**src/rtl/stream_return_router.sv**
```systemverilog
// -----------------------------------------------------------------------------
// stream_return_router
//
// Return-direction router for the streaming crossbar. Beats arriving on the
// M_DATA_COUNT return inputs are steered back to one of S_DATA_COUNT outputs by
// their T_ID tag. Every output owns a packet-locked round-robin arbiter and a
// single output register stage, so packets are never interleaved on an output
// and different outputs run fully in parallel. Each output also reports which
// input the current packet came from.
//
// Beats whose id does not name an existing output are accepted and dropped so
// that a misconfigured source can never stall.
//
// Ports
//   clk        clock, all state on the rising edge
//   rst_n      asynchronous active-low reset
//   m_data_i   input payload, input i at [i*T_DATA_WIDTH +: T_DATA_WIDTH]
//   m_id_i     target output index per input
//   m_valid_i  input beat valid
//   m_last_i   input beat is the last of its packet
//   m_ready_o  input beat accepted when valid & ready
//   s_data_o   output payload
//   s_dest_o   index of the input the current packet came from
//   s_valid_o  output beat valid
//   s_last_o   output beat is the last of its packet
//   s_ready_i  downstream ready
// -----------------------------------------------------------------------------
module stream_return_router #(
  parameter int T_DATA_WIDTH = 8,
  parameter int S_DATA_COUNT = 3,
  parameter int M_DATA_COUNT = 3,
  parameter int T_ID___WIDTH = $clog2(S_DATA_COUNT),
  parameter int T_DEST_WIDTH = $clog2(M_DATA_COUNT)
) (
  input  logic                                 clk,
  input  logic                                 rst_n,
  input  logic [T_DATA_WIDTH*M_DATA_COUNT-1:0] m_data_i,
  input  logic [T_ID___WIDTH*M_DATA_COUNT-1:0] m_id_i,
  input  logic [M_DATA_COUNT-1:0]              m_valid_i,
  input  logic [M_DATA_COUNT-1:0]              m_last_i,
  output logic [M_DATA_COUNT-1:0]              m_ready_o,
  output logic [T_DATA_WIDTH*S_DATA_COUNT-1:0] s_data_o,
  output logic [T_DEST_WIDTH*S_DATA_COUNT-1:0] s_dest_o,
  output logic [S_DATA_COUNT-1:0]              s_valid_o,
  output logic [S_DATA_COUNT-1:0]              s_last_o,
  input  logic [S_DATA_COUNT-1:0]              s_ready_i
);

  // Width of an input index held inside the arbiters.
  localparam int IDX_W = (M_DATA_COUNT > 1) ? $clog2(M_DATA_COUNT) : 1;

  // Per-output arbiter states.
  localparam logic [0:0] ST_IDLE   = 1'b0;
  localparam logic [0:0] ST_LOCKED = 1'b1;

  // ---------------------------------------------------------------------------
  // State
  // ---------------------------------------------------------------------------
  logic [0:0]              state_q [S_DATA_COUNT];
  logic [IDX_W-1:0]        grant_q [S_DATA_COUNT];
  logic [IDX_W-1:0]        ptr_q   [S_DATA_COUNT];
  logic [T_DATA_WIDTH-1:0] data_q  [S_DATA_COUNT];
  logic [T_DEST_WIDTH-1:0] dest_q  [S_DATA_COUNT];
  logic [S_DATA_COUNT-1:0] valid_q;
  logic [S_DATA_COUNT-1:0] last_q;

  // ---------------------------------------------------------------------------
  // Input unpacking
  // ---------------------------------------------------------------------------
  logic [T_ID___WIDTH-1:0] id_w   [M_DATA_COUNT];
  logic [T_DATA_WIDTH-1:0] data_w [M_DATA_COUNT];
  logic [M_DATA_COUNT-1:0] id_ok;

  always_comb begin
    for (int i = 0; i < M_DATA_COUNT; i++) begin
      id_w[i]   = m_id_i[i*T_ID___WIDTH +: T_ID___WIDTH];
      data_w[i] = m_data_i[i*T_DATA_WIDTH +: T_DATA_WIDTH];
      id_ok[i]  = (int'(id_w[i]) < S_DATA_COUNT);
    end
  end

  // An output register can take a new beat when it is empty or draining.
  logic [S_DATA_COUNT-1:0] out_free;
  assign out_free = ~valid_q | s_ready_i;

  // ---------------------------------------------------------------------------
  // Ownership: which inputs are locked to an output, and their ready.
  // ---------------------------------------------------------------------------
  logic [M_DATA_COUNT-1:0] busy;
  logic [M_DATA_COUNT-1:0] ready_raw;

  // NOTE: every signal written in an always_comb gets a default before any
  // conditional assignment; a path that leaves it unassigned infers a latch.
  always_comb begin
    busy      = '0;
    ready_raw = '0;
    for (int j = 0; j < S_DATA_COUNT; j++) begin
      for (int i = 0; i < M_DATA_COUNT; i++) begin
        if (state_q[j] == ST_LOCKED && grant_q[j] == IDX_W'(i)) begin
          busy[i]      = 1'b1;
          ready_raw[i] = out_free[j];
        end
      end
    end
    // Unroutable beats are swallowed so the source keeps moving.
    for (int i = 0; i < M_DATA_COUNT; i++) begin
      if (!busy[i] && !id_ok[i]) begin
        ready_raw[i] = 1'b1;
      end
    end
  end

  // The invalid-id path is purely combinational, so hold ready low while the
  // block is in reset to keep sources from handing over beats that vanish.
  assign m_ready_o = ready_raw & {M_DATA_COUNT{rst_n}};

  // ---------------------------------------------------------------------------
  // Requests, round-robin selection and beat acceptance per output
  // ---------------------------------------------------------------------------
  logic [M_DATA_COUNT-1:0] req    [S_DATA_COUNT];
  logic [IDX_W-1:0]        sel    [S_DATA_COUNT];
  logic [S_DATA_COUNT-1:0] any_req;
  logic [S_DATA_COUNT-1:0] accept;
  logic [S_DATA_COUNT-1:0] acc_last;

  always_comb begin
    logic found;
    int   idx;
    found    = 1'b0;
    idx      = 0;
    any_req  = '0;
    accept   = '0;
    acc_last = '0;
    for (int j = 0; j < S_DATA_COUNT; j++) begin
      // An input already locked to some output is not a new requester, so its
      // id is ignored until its packet ends.
      for (int i = 0; i < M_DATA_COUNT; i++) begin
        req[j][i] = m_valid_i[i] && !busy[i] && (id_w[i] == T_ID___WIDTH'(j));
      end
      any_req[j] = |req[j];

      // First requester strictly after the pointer, searching upward with
      // wrap; the pointer itself is visited last.
      sel[j] = ptr_q[j];
      found  = 1'b0;
      for (int k = 1; k <= M_DATA_COUNT; k++) begin
        idx = (int'(ptr_q[j]) + k) % M_DATA_COUNT;
        if (!found && req[j][idx]) begin
          sel[j] = IDX_W'(idx);
          found  = 1'b1;
        end
      end

      accept[j]   = (state_q[j] == ST_LOCKED) && m_valid_i[grant_q[j]] && out_free[j];
      acc_last[j] = m_last_i[grant_q[j]];
    end
  end

  // ---------------------------------------------------------------------------
  // Arbiter FSMs and output registers
  // ---------------------------------------------------------------------------
  // NOTE: state is updated with non-blocking assignments so every register
  // samples the pre-edge values, independent of statement order.
  always_ff @(posedge clk or negedge rst_n) begin
    if (!rst_n) begin
      for (int j = 0; j < S_DATA_COUNT; j++) begin
        state_q[j] <= ST_IDLE;
        grant_q[j] <= '0;
        // Pointer starts at the highest index so input 0 wins first.
        ptr_q[j]   <= IDX_W'(M_DATA_COUNT - 1);
        // NOTE: the payload registers drive the outputs directly and must read
        // zero out of reset, so they are reset along with the control state.
        data_q[j]  <= '0;
        dest_q[j]  <= '0;
      end
      valid_q <= '0;
      last_q  <= '0;
    end else begin
      for (int j = 0; j < S_DATA_COUNT; j++) begin
        case (state_q[j])
          ST_IDLE: begin
            // Grant only; the first beat is taken on the following cycle.
            if (any_req[j]) begin
              grant_q[j] <= sel[j];
              state_q[j] <= ST_LOCKED;
            end
          end
          ST_LOCKED: begin
            if (accept[j] && acc_last[j]) begin
              ptr_q[j]   <= grant_q[j];
              state_q[j] <= ST_IDLE;
            end
          end
          default: state_q[j] <= ST_IDLE;
        endcase

        if (accept[j]) begin
          valid_q[j] <= 1'b1;
          last_q[j]  <= acc_last[j];
          data_q[j]  <= data_w[grant_q[j]];
          dest_q[j]  <= T_DEST_WIDTH'(grant_q[j]);
        end else if (s_ready_i[j]) begin
          // Data and last are left as they are; only valid drops.
          valid_q[j] <= 1'b0;
        end
      end
    end
  end

  // ---------------------------------------------------------------------------
  // Output packing
  // ---------------------------------------------------------------------------
  for (genvar j = 0; j < S_DATA_COUNT; j++) begin : g_out
    assign s_data_o[j*T_DATA_WIDTH +: T_DATA_WIDTH] = data_q[j];
    assign s_dest_o[j*T_DEST_WIDTH +: T_DEST_WIDTH] = dest_q[j];
  end

  assign s_valid_o = valid_q;
  assign s_last_o  = last_q;

endmodule

```
**config.mk**
```make
export PLATFORM = sky130hd
export DESIGN_NAME = stream_return_router
export DESIGN_NICKNAME = d
export VERILOG_FILES = /design/src/rtl/stream_return_router.sv
export SDC_FILE = /design/constraint.sdc
export NUM_CORES = 1
export LEC_CHECK = 0
export ABC_AREA = 1
export ABC_CLOCK_PERIOD_IN_PS = 1840
export CAP_MARGIN = 20
export CORE_MARGIN = 1
export CORE_UTILIZATION = 40
export DETAILED_ROUTE_END_ITERATION = 6
export PLACE_DENSITY = 0.69
export REMOVE_ABC_BUFFERS = 1
export SYNTH_ARGS = -nofsm -noshare
export SYNTH_HDL_FRONTEND = slang
export SYNTH_SLANG_ARGS = --single-unit
```
**constraint.sdc**
```tcl
create_clock -name clk -period 1.84 [get_ports clk]
set_clock_uncertainty 0.2 [all_clocks]
set_input_delay 0.552 -clock clk [delete_from_list [all_inputs] [get_ports clk]]
set_output_delay 0.552 -clock clk [all_outputs]
set_load 0.1 [all_outputs]
```
==> impl_metrics.toml, run 1 <==
[outcome]
status = "finished, violations left"
violations = "negative setup slack"

[clock_tree]
htree_levels = 2
clk_pin_slew_worst_paths_ns = 0.11
cts_tree = "done"
numCtsBuffers = 5
cts.sink_count = 51
root_buffer = "clkbuf_8"
worst_skew_pair.late_latency_ns = 0.32
clockBufferDepth = 2
hold_buffers = 0

[detailed_routing]
wl_microns = 13300
wire_per_inst_microns = 17.0
vias = 4358
ant_nets = 0
drtPass1Iterations = 5
via_per_inst = 5.59
initialDrtViolationCount = 301
drc = 0

[setup_path]
crit_path_start_kind = "register"
worstSetupPathType = "register to output pin"
worstPathArrival_ns = 1.80
end_kind = "output pin"
worst-path-max-fanout = 3
cp.required_ns = 1.09

[die]
io_pins = 80
rows = 33
dieArea_sq_mm = 0.00890
core_sq_mm = 0.00822
die_w_microns = 94.4
initial_core_util_pct = 41.5
die_y_microns = 94.4

[place]
port_buffers = 79
globalplace.congestion = 0.924
preCtsSetupSlack_ns = -0.845
dp_hpwl_microns = 8320

[layout]
syn2layout_area_growth_pct = 82.7
regArea_sq_mm = 0.00128
multi_input_area_sq_mm = 0.00226
nets = 721
drive_above_1_share_pct = 42.2
diodes = 0
fin_util_pct = 75.8
fill_cells = 545

[yosys]
syn-mean-instance-area_sq_um = 7.11
yosysWarningCount = 0
syn_area_sq_mm = 0.00341
synth_cells = 480
synthDistinctLibCells = 31
synth_seq_cells = 51
ys_seq_area_share_pct = 37.5

[sta]
relSlewSlack_pct = 56.2
setup_tns_ns = -9.08
setup_viol = 45
timing.fmax_mhz = 393
holdWs_ns = 0.187
finalMaxSlewViolations = 0
finalCritPeriodShare_pct = 138
tightest_slew_ns = 0.657
finalHoldViolCount = 0
rsz0062_at_grt = "yes"
layout_min_cycle_time_ns = 2.55
setup_slack_ns = -0.707

[hold_path]
hp-class = "input port to async pin"

[global_route]
grt_max_degree = 52
grt_overflow = 0
antenna_found_initial = 0
grt_pass1_vias = 4047
grt_pass1_wl_microns = 19000
track_usage_pct = 27.2

[flow_run]
drv_cap = 0
==> metal layers <==
metal	track usage (%)	routed length, microns	vias to the layer above
met4	10.6	701	0
met1	33.0	4970	2074
met5	0	0	-
met3	4.19	957	61
li1	-	-	2001
met2	48.1	6650	222
==> cell usage after synthesis (all sizes together) <==
| library cell | instances | share of area (%) |
|---|---|---|
| a221oi | 16 | 4.1 |
| a21oi | 5 | 0.73 |
| o211ai | 2 | 0.44 |
| o221ai | 3 | 0.77 |
| o2111ai | 1 | 0.26 |
| dfrtp | 48 | 35 |
| inv | 64 | 7.0 |
| dfstp | 3 | 2.3 |
| nand4 | 15 | 2.8 |
| nand2 | 141 | 16 |
| nand3b | 2 | 0.44 |
| nor3 | 2 | 0.44 |
| nor2 | 64 | 9.0 |
| a22oi | 8 | 1.8 |
| o21ai | 34 | 5.0 |
| buf | 7 | 1.7 |
| ha | 6 | 2.2 |
| nand3 | 45 | 7.4 |
| a31oi | 10 | 1.8 |
| clkbuf | 4 | 0.44 |
==> cells in the final DEF (no fill, tap or decap), types with 13 or more instances in the layout <==
master,synthesis,layout
inv_2,8,13
nand2_2,6,27
buf_12,0,42
nand3_2,3,14
dfrtp_1,48,45
a221oi_1,16,16
nand2_1,134,103
nor2_4,7,13
clkdlybuf4s50_1,0,29
o21ai_1,1,16
inv_1,56,48
nor2_1,51,44
nand3_1,41,28
nand4_1,15,15
buf_4,4,90
buf_6,2,22
==> logic make-up after synthesis <==
group	Yosys count	synth area share, %
simple gates	269	36.2
compound gates	79	14.9
buf+inv	75	9.17
flops	51	37.5
fa+ha+maj	6	2.20
==> worst paths after layout <==
path                       slack [ns]                 endpoint                    from  depth (start not counted)
max in group asynchronous        0.78     state_q[1]$_DFF_PN0_                   rst_n                          2
min in group clk                 0.31     ptr_q[5]$_DFFE_PN1P_    ptr_q[5]$_DFFE_PN1P_                          2
setup / recovery                -0.71             m_ready_o[0]  grant_q[5]$_DFFE_PN0P_                          7
hold / removal                   0.19  s_data_o[4]$_DFFE_PN0P_                   rst_n                          2
setup reg to reg                -0.43   grant_q[0]$_DFFE_PN0P_  grant_q[5]$_DFFE_PN0P_                         18
hold reg to reg                  0.31     ptr_q[5]$_DFFE_PN1P_    ptr_q[5]$_DFFE_PN1P_                          2
==> what timing repair did <==
| item | 4_1_cts | 5_1_grt |
|---|---|---|
| pin swaps | 30 | 31 |
| gates resized for setup | 120 | 61 |
| endpoints found under the setup margin | 51 | 51 |
| setup buffers | 19 | 15 |
| gates cloned | 5 | 0 |
==> area by class of cell <==
class / count / share of cell area (%)
Multi-Input combinational cell: 354 / 36.2
Timing Repair Buffer: 196 / 35.2
Sequential cell: 51 / 20.6
Inverter: 64 / 4.10
Tap cell: 105 / 2.11
Clock buffer: 6 / 1.33
Clock inverter: 2 / 0.261
Timing Repair inverter: 2 / 0.241
==> state kept, by name, indices dropped and copies added, names as in the netlist <==
signal	cells
s_dest_o	6
state_q	3
ptr_q	6
s_data_o	24
grant_q	6
s_last_o	3
s_valid_o	3
==> per-stage QoR <==
| step | std cells | instance area, sq um |
|---|---|---|
| final | 780 | 6230 |
| after global routing | 780 | 6230 |
| after CTS | 769 | 5930 |
| after detailed placement | 739 | 5310 |
| after global placement | 739 | 5310 |
| after floorplan | 469 | 3340 |
==> worst max-delay path, cell delays in order (launching register included) <==
cell,delay (ns)
dfrtp_1,0.42
buf_6,0.14
nor2_4,0.13
nand2_4,0.08
o21ai_4,0.17
o221ai_4,0.13
a31oi_4,0.22
buf_12,0.20
Power of run 1 is left out: the tool's default activity adds up to more than one toggle a clock period on the data nets, which glitch-free logic cannot reach.
==> inputs of run 2 (changes only) <==
--- a/config.mk
+++ b/config.mk
@@ -13,6 +13,7 @@
 export DETAILED_ROUTE_END_ITERATION = 6
 export PLACE_DENSITY = 0.69
 export REMOVE_ABC_BUFFERS = 1
+export SKIP_CTS_REPAIR_TIMING = 1
 export SYNTH_ARGS = -nofsm -noshare
 export SYNTH_HDL_FRONTEND = slang
 export SYNTH_SLANG_ARGS = --single-unit
==> constraint.sdc (replaced) <==
create_clock -name clk -period 1.84 [get_ports clk]
set_clock_uncertainty 0.2 [all_clocks]
set_input_delay 0.276 -clock clk [delete_from_list [all_inputs] [get_ports clk]]
set_output_delay 0.276 -clock clk [all_outputs]
set_load 0.1 [all_outputs]
==> run 2 against run 1 <==
The run still ends with negative setup slack left; non-clock buffer count is 30 lower; clock-buffer cell count stayed put; routed wire length is 17% lower; first-iteration DRC count is 22% lower; worst hold slack better by 0.12 ns; final cell count is 4.1% lower; cell area is 9.4% lower; register-to-register slack better by 0.14 ns; global-route usage is 2.7 points lower; fmax is 5.7% higher; critical endpoint is now m_ready_o[2].
==> impl_metrics.toml, run 2 (synthesis results as in run 1) <==
[clock_tree]
numCtsBuffers = 5
cts.sink_count = 51
cts_tree = "done"
clk_pin_slew_worst_paths_ns = 0.10
root_buffer = "clkbuf_8"
htree_levels = 2
worst_skew_pair.late_latency_ns = 0.31
clockBufferDepth = 2

[layout]
largest_register_ffs = 24
nets = 689
syn2layout_area_growth_pct = 65.4
diodes = 0
layout_commonest_cell = "nand2_1"
final_cell_mix = "nand2_1, buf_4, inv_1, nor2_1, dfrtp_1"
drive_above_1_share_pct = 33.7

[detailed_routing]
drc = 0
vias = 3939
ant_nets = 0
via_per_inst = 5.27
drtPass1Iterations = 7
initialDrtViolationCount = 235
wire_per_inst_microns = 14.7
wl_microns = 11000

[outcome]
violations = "negative setup slack"
status = "finished, violations left"

[setup_path]
cp.required_ns = 1.36
regToRegEndpoint = "grant_q[0]$_DFFE_PN0P_"
end_kind = "output pin"
rrSetupSlack_ns = -0.29
r2r_cells = 13
worstSetupPathType = "register to output pin"
crit_path_start_kind = "register"
worst-path-max-fanout = 4
crit_path_start = "grant_q[5]$_DFFE_PN0P_"
worstPathArrival_ns = 1.93
r2r_start = "grant_q[3]$_DFFE_PN0P_"

[sta]
rsz0062_at_grt = "yes"
finalMaxSlewViolations = 0
finalCritPeriodShare_pct = 131
timing.fmax_mhz = 415
layout_min_cycle_time_ns = 2.41
relSlewSlack_pct = 56.3
holdWs_ns = 0.308
setup_viol = 19
finalHoldViolCount = 0
tightest_slew_ns = 0.656
setup_slack_ns = -0.569

[global_route]
grt_overflow = 0
grt_pass1_vias = 3629
grt.met1_usage_pct = 30.8
use_met3_pct = 3.62
grt_pass1_wl_microns = 16900
grt_use_met2_pct = 42.8
antenna_found_initial = 0
track_usage_pct = 24.4
gr-max-usage-layer = "met2"
grt_max_degree = 52

[hold_path]
holdPathEnd = "ptr_q[1]$_DFFE_PN1P_"
hold-path-cell-count = 2
hp-class = "register to register"
min_from = "ptr_q[1]$_DFFE_PN1P_"

[die]
die_y_microns = 94.4
die_w_microns = 94.4
initial_core_util_pct = 41.5
core_sq_mm = 0.00822
io_pins = 80
rows = 33
dieArea_sq_mm = 0.00890

[flow_run]
drv_cap = 0

[place]
dp_hpwl_microns = 8120
globalplace.congestion = 0.940
port_buffers = 79
## run 2: cell count changes in the layout (fill, tap and decap cells not counted), moves of 5 or more
cell	before	now
nand3_1	28	35
nand2_2	27	22
o21ai_0	9	27
buf_4	90	77
o21ai_1	16	5
dlygate4sd2_1	9	0
nand3_2	14	9
nand2_1	103	115
clkdlybuf4s50_1	29	39
nand2_4	10	3
buf_6	22	9
o21ai_2	8	2
## run 2: through the flow
stage	setup TNS, ns	instances	cell area [sq um]	setup slack [ns]	utilization, %
2_1_floorplan	-8.47	469	3340	-1.49	-
3_3_place_gp	-11.06	725	5200	-0.324	63.3
3_5_place_dp	-10.86	725	5200	-0.364	63.3
4_1_cts	-4.21	733	5290	-0.642	64.3
5_1_grt	-7.18	748	5640	-0.684	68.7
6_report	-3.04	748	5640	-0.569	68.7
## run 2: critical path, cell delays in order (launching register included)
cell and delay [ns]:
dfrtp_1 0.44, inv_2 0.08, nor2_2 0.13, nand2_2 0.09, o21ai_0 0.17, o21ai_0 0.13
nand2_1 0.07, o21ai_0 0.09, a21oi_2 0.22, buf_12 0.20
## run 2: worst max path at each step
| stage | endpoint | cells past startpoint |
|---|---|---|
| final | m_ready_o[2] | 9 |
| after global routing | m_ready_o[2] | 9 |
| after CTS | m_ready_o[1] | 6 |
| after detailed placement | grant_q[0]$_DFFE_PN0P_ | 14 |
| after global placement | grant_q[4]$_DFFE_PN0P_ | 12 |
| after floorplan | m_ready_o[2] | 8 |
## run 2: area by class of cell
| type | count | area [sq um] |
|---|---|---|
| Fill cell | 666 | 2570 |
| Multi-Input combinational cell | 354 | 2030 |
| Timing Repair Buffer | 166 | 1870 |
| Sequential cell | 51 | 1280 |
| Inverter | 64 | 250 |
| Tap cell | 105 | 131 |
| Clock buffer | 6 | 72.6 |
| Clock inverter | 2 | 12.5 |
## run 2: metal layers
layer / share of wire, % / vias to the layer above / wire length, microns
met3: 6.1 / 25 / 670
met2: 49 / 175 / 5440
met1: 42 / 1810 / 4560
li1: - / 1929 / -
met5: 0 / - / 0
met4: 2.9 / 0 / 315
Power of run 2 is left out for the same reason.
==> inputs of run 3 (changes only) <==
--- a/config.mk
+++ b/config.mk
@@ -6,12 +6,12 @@
 export NUM_CORES = 1
 export LEC_CHECK = 0
 export ABC_AREA = 1
-export ABC_CLOCK_PERIOD_IN_PS = 1840
+export ABC_CLOCK_PERIOD_IN_PS = 2700
 export CAP_MARGIN = 20
 export CORE_MARGIN = 1
 export CORE_UTILIZATION = 40
 export DETAILED_ROUTE_END_ITERATION = 6
-export PLACE_DENSITY = 0.69
+export PLACE_DENSITY = 0.66
 export REMOVE_ABC_BUFFERS = 1
 export SKIP_CTS_REPAIR_TIMING = 1
 export SYNTH_ARGS = -nofsm -noshare
==> constraint.sdc (replaced) <==
create_clock -name clk -period 2.7 [get_ports clk]
set_clock_uncertainty 0.2 [all_clocks]
set_input_delay 0.405 -clock clk [delete_from_list [all_inputs] [get_ports clk]]
set_output_delay 0.405 -clock clk [all_outputs]
set_load 0.1 [all_outputs]
==> run 3 against run 2 <==
The flow now finishes without violations; clock-buffer cell count unchanged; first-iteration DRC count down 12%; final cell count down 11%; register-to-register slack better by 0.84 ns; worst hold slack worse by 0.28 ns; die area unchanged; global-route usage down 1.4 points; routed wire length down 11%; setup slack better by 0.73 ns; critical path type unchanged.
==> impl_metrics.toml, run 3 (synthesis results as in run 1) <==
[outcome]
status = "complete, no violations"

[sta]
relSlewSlack_pct = 56.3
finalHoldViolCount = 0
layout_min_cycle_time_ns = 2.54
rsz0062_at_grt = "no"
finalMaxSlewViolations = 0
timing.fmax_mhz = 393
tightest_slew_ns = 0.655
finalCritPeriodShare_pct = 94.1
setup_viol = 0

[setup_path]
rrSetupSlack_ns = 0.55
critPathMaxStageDelay_ns = 0.49
crit_path_start = "grant_q[2]$_DFFE_PN0P_"
worstPathArrival_ns = 1.94
cp.required_ns = 2.10
regToRegEndpoint = "grant_q[4]$_DFFE_PN0P_"
r2r_cells = 12
crit_path_top_delay_cell = "dfrtp_1"
end_kind = "output pin"
r2r_start = "grant_q[0]$_DFFE_PN0P_"
cp_cell_sequence = "nand3_1 > nand2_1 > nor2_4 > nand3_1 > a31oi_1 > buf_12"
worstSetupPathType = "register to output pin"
cpMostUsedCell = "nand3_1"
crit_end = "m_ready_o[1]"
worst-path-max-fanout = 7
crit_path_start_kind = "register"

[clock_tree]
clockBufferDepth = 2
htree_levels = 2
root_buffer = "clkbuf_8"
worst_skew_pair.late_latency_ns = 0.30
numCtsBuffers = 5
cts_tree = "done"
clk_pin_slew_worst_paths_ns = 0.09
cts.sink_count = 51

[detailed_routing]
vias = 3539
wire_per_inst_microns = 14.7
via_per_inst = 5.29
drtPass1Iterations = 5
initialDrtViolationCount = 207
wl_microns = 9830
drc = 0
ant_nets = 0

[global_route]
track_usage_pct = 23.0
grt_pass1_wl_microns = 15900
antenna_found_initial = 0
grt_pass1_vias = 3278
grt_max_degree = 52
grt_overflow = 0

[layout]
drive_above_1_share_pct = 16.8
nets = 610
design_area_sq_mm = 0.00438
layout_commonest_cell = "nand2_1"
largest_register_ffs = 24
fin_cells = 669
syn2layout_area_growth_pct = 28.3
final_cell_mix = "nand2_1, inv_1, nor2_1, dfrtp_1, buf_4"
diodes = 0

[die]
rows = 33
io_pins = 80
core_sq_mm = 0.00822
dieArea_sq_mm = 0.00890
initial_core_util_pct = 41.5
die_w_microns = 94.4
die_y_microns = 94.4

[hold_path]
hp-class = "input port to async pin"

[place]
dp_hpwl_microns = 7610
globalplace.congestion = 0.885
port_buffers = 79
place_inst = 661
placed_cell_area_sq_mm = 0.00426

[flow_run]
drv_cap = 0
run 3: changes by cell type in the layout (fill, tap and decap cells not counted), moves of 3 or more:
cell,delta
nor2_1,+5
nor2_4,-6
o21ai_1,-4
buf_6,-9
buf_12,-36
inv_1,+5
buf_4,-33
nand3_2,-6
nand2_1,+19
ha_1,+3
nand2_2,-16
nand3_1,+6
o21ai_0,+6
run 3: worst max-delay path: cells and delay by family (launching register included):
| family | cells | cell delay, ns |
|---|---|---|
| AO/OA/AOI/OAI | 1 | 0.32 |
| AND/OR/NAND/NOR | 4 | 0.60 |
| flip-flops | 1 | 0.49 |
| buffers and inverters | 1 | 0.22 |
run 3: how the worst min path moves through the flow:
stage | slack (ns) | to | cells past startpoint
2_1_floorplan | -0.09 | grant_q[0]$_DFFE_PN0P_ | 0
3_3_place_gp | 0.26 | s_last_o[2]$_DFFE_PN0P_ | 2
3_5_place_dp | 0.27 | s_dest_o[3]$_DFFE_PN0P_ | 2
4_1_cts | 0.05 | s_data_o[5]$_DFFE_PN0P_ | 2
5_1_grt | 0.09 | s_data_o[10]$_DFFE_PN0P_ | 2
6_report | 0.03 | s_last_o[1]$_DFFE_PN0P_ | 2
run 3: per-layer routing:
metal  global-route usage, %  wire [microns]  share of wire [%]  up-vias
met1                    31.9            4420                 45     1607
met5                       0               0                  0        -
met2                    37.2            4490                 46      147
met4                    7.31             190                1.9        0
li1                        -               -                  -     1769
met3                    3.06             717                7.3       16
run 3: cell type report:
class / count / area (sq um)
fillers: 824 / 3840
flip-flops and latches: 51 / 1280
repair buffers: 87 / 786
well taps: 105 / 131
inverters: 64 / 240
multi-input cells: 354 / 1830
clock inverters: 2 / 37.5
clock buffers: 6 / 72.6
run 3: stage by stage:
stage | setup WS, ns | hold slack (ns) | TNS (ns) | utilization [%]
after global placement | 0.306 | 0.263 | 0 | 51.8
after detailed placement | 0.310 | 0.275 | 0 | 51.8
after CTS | 0.00522 | 0.0549 | 0 | 53.1
after global routing | 0.00220 | 0.0897 | 0 | 53.3
after floorplan | -0.758 | -0.0906 | -1.89 | -
final | 0.158 | 0.0278 | 0 | 53.3
Power of run 3 is left out for the same reason.
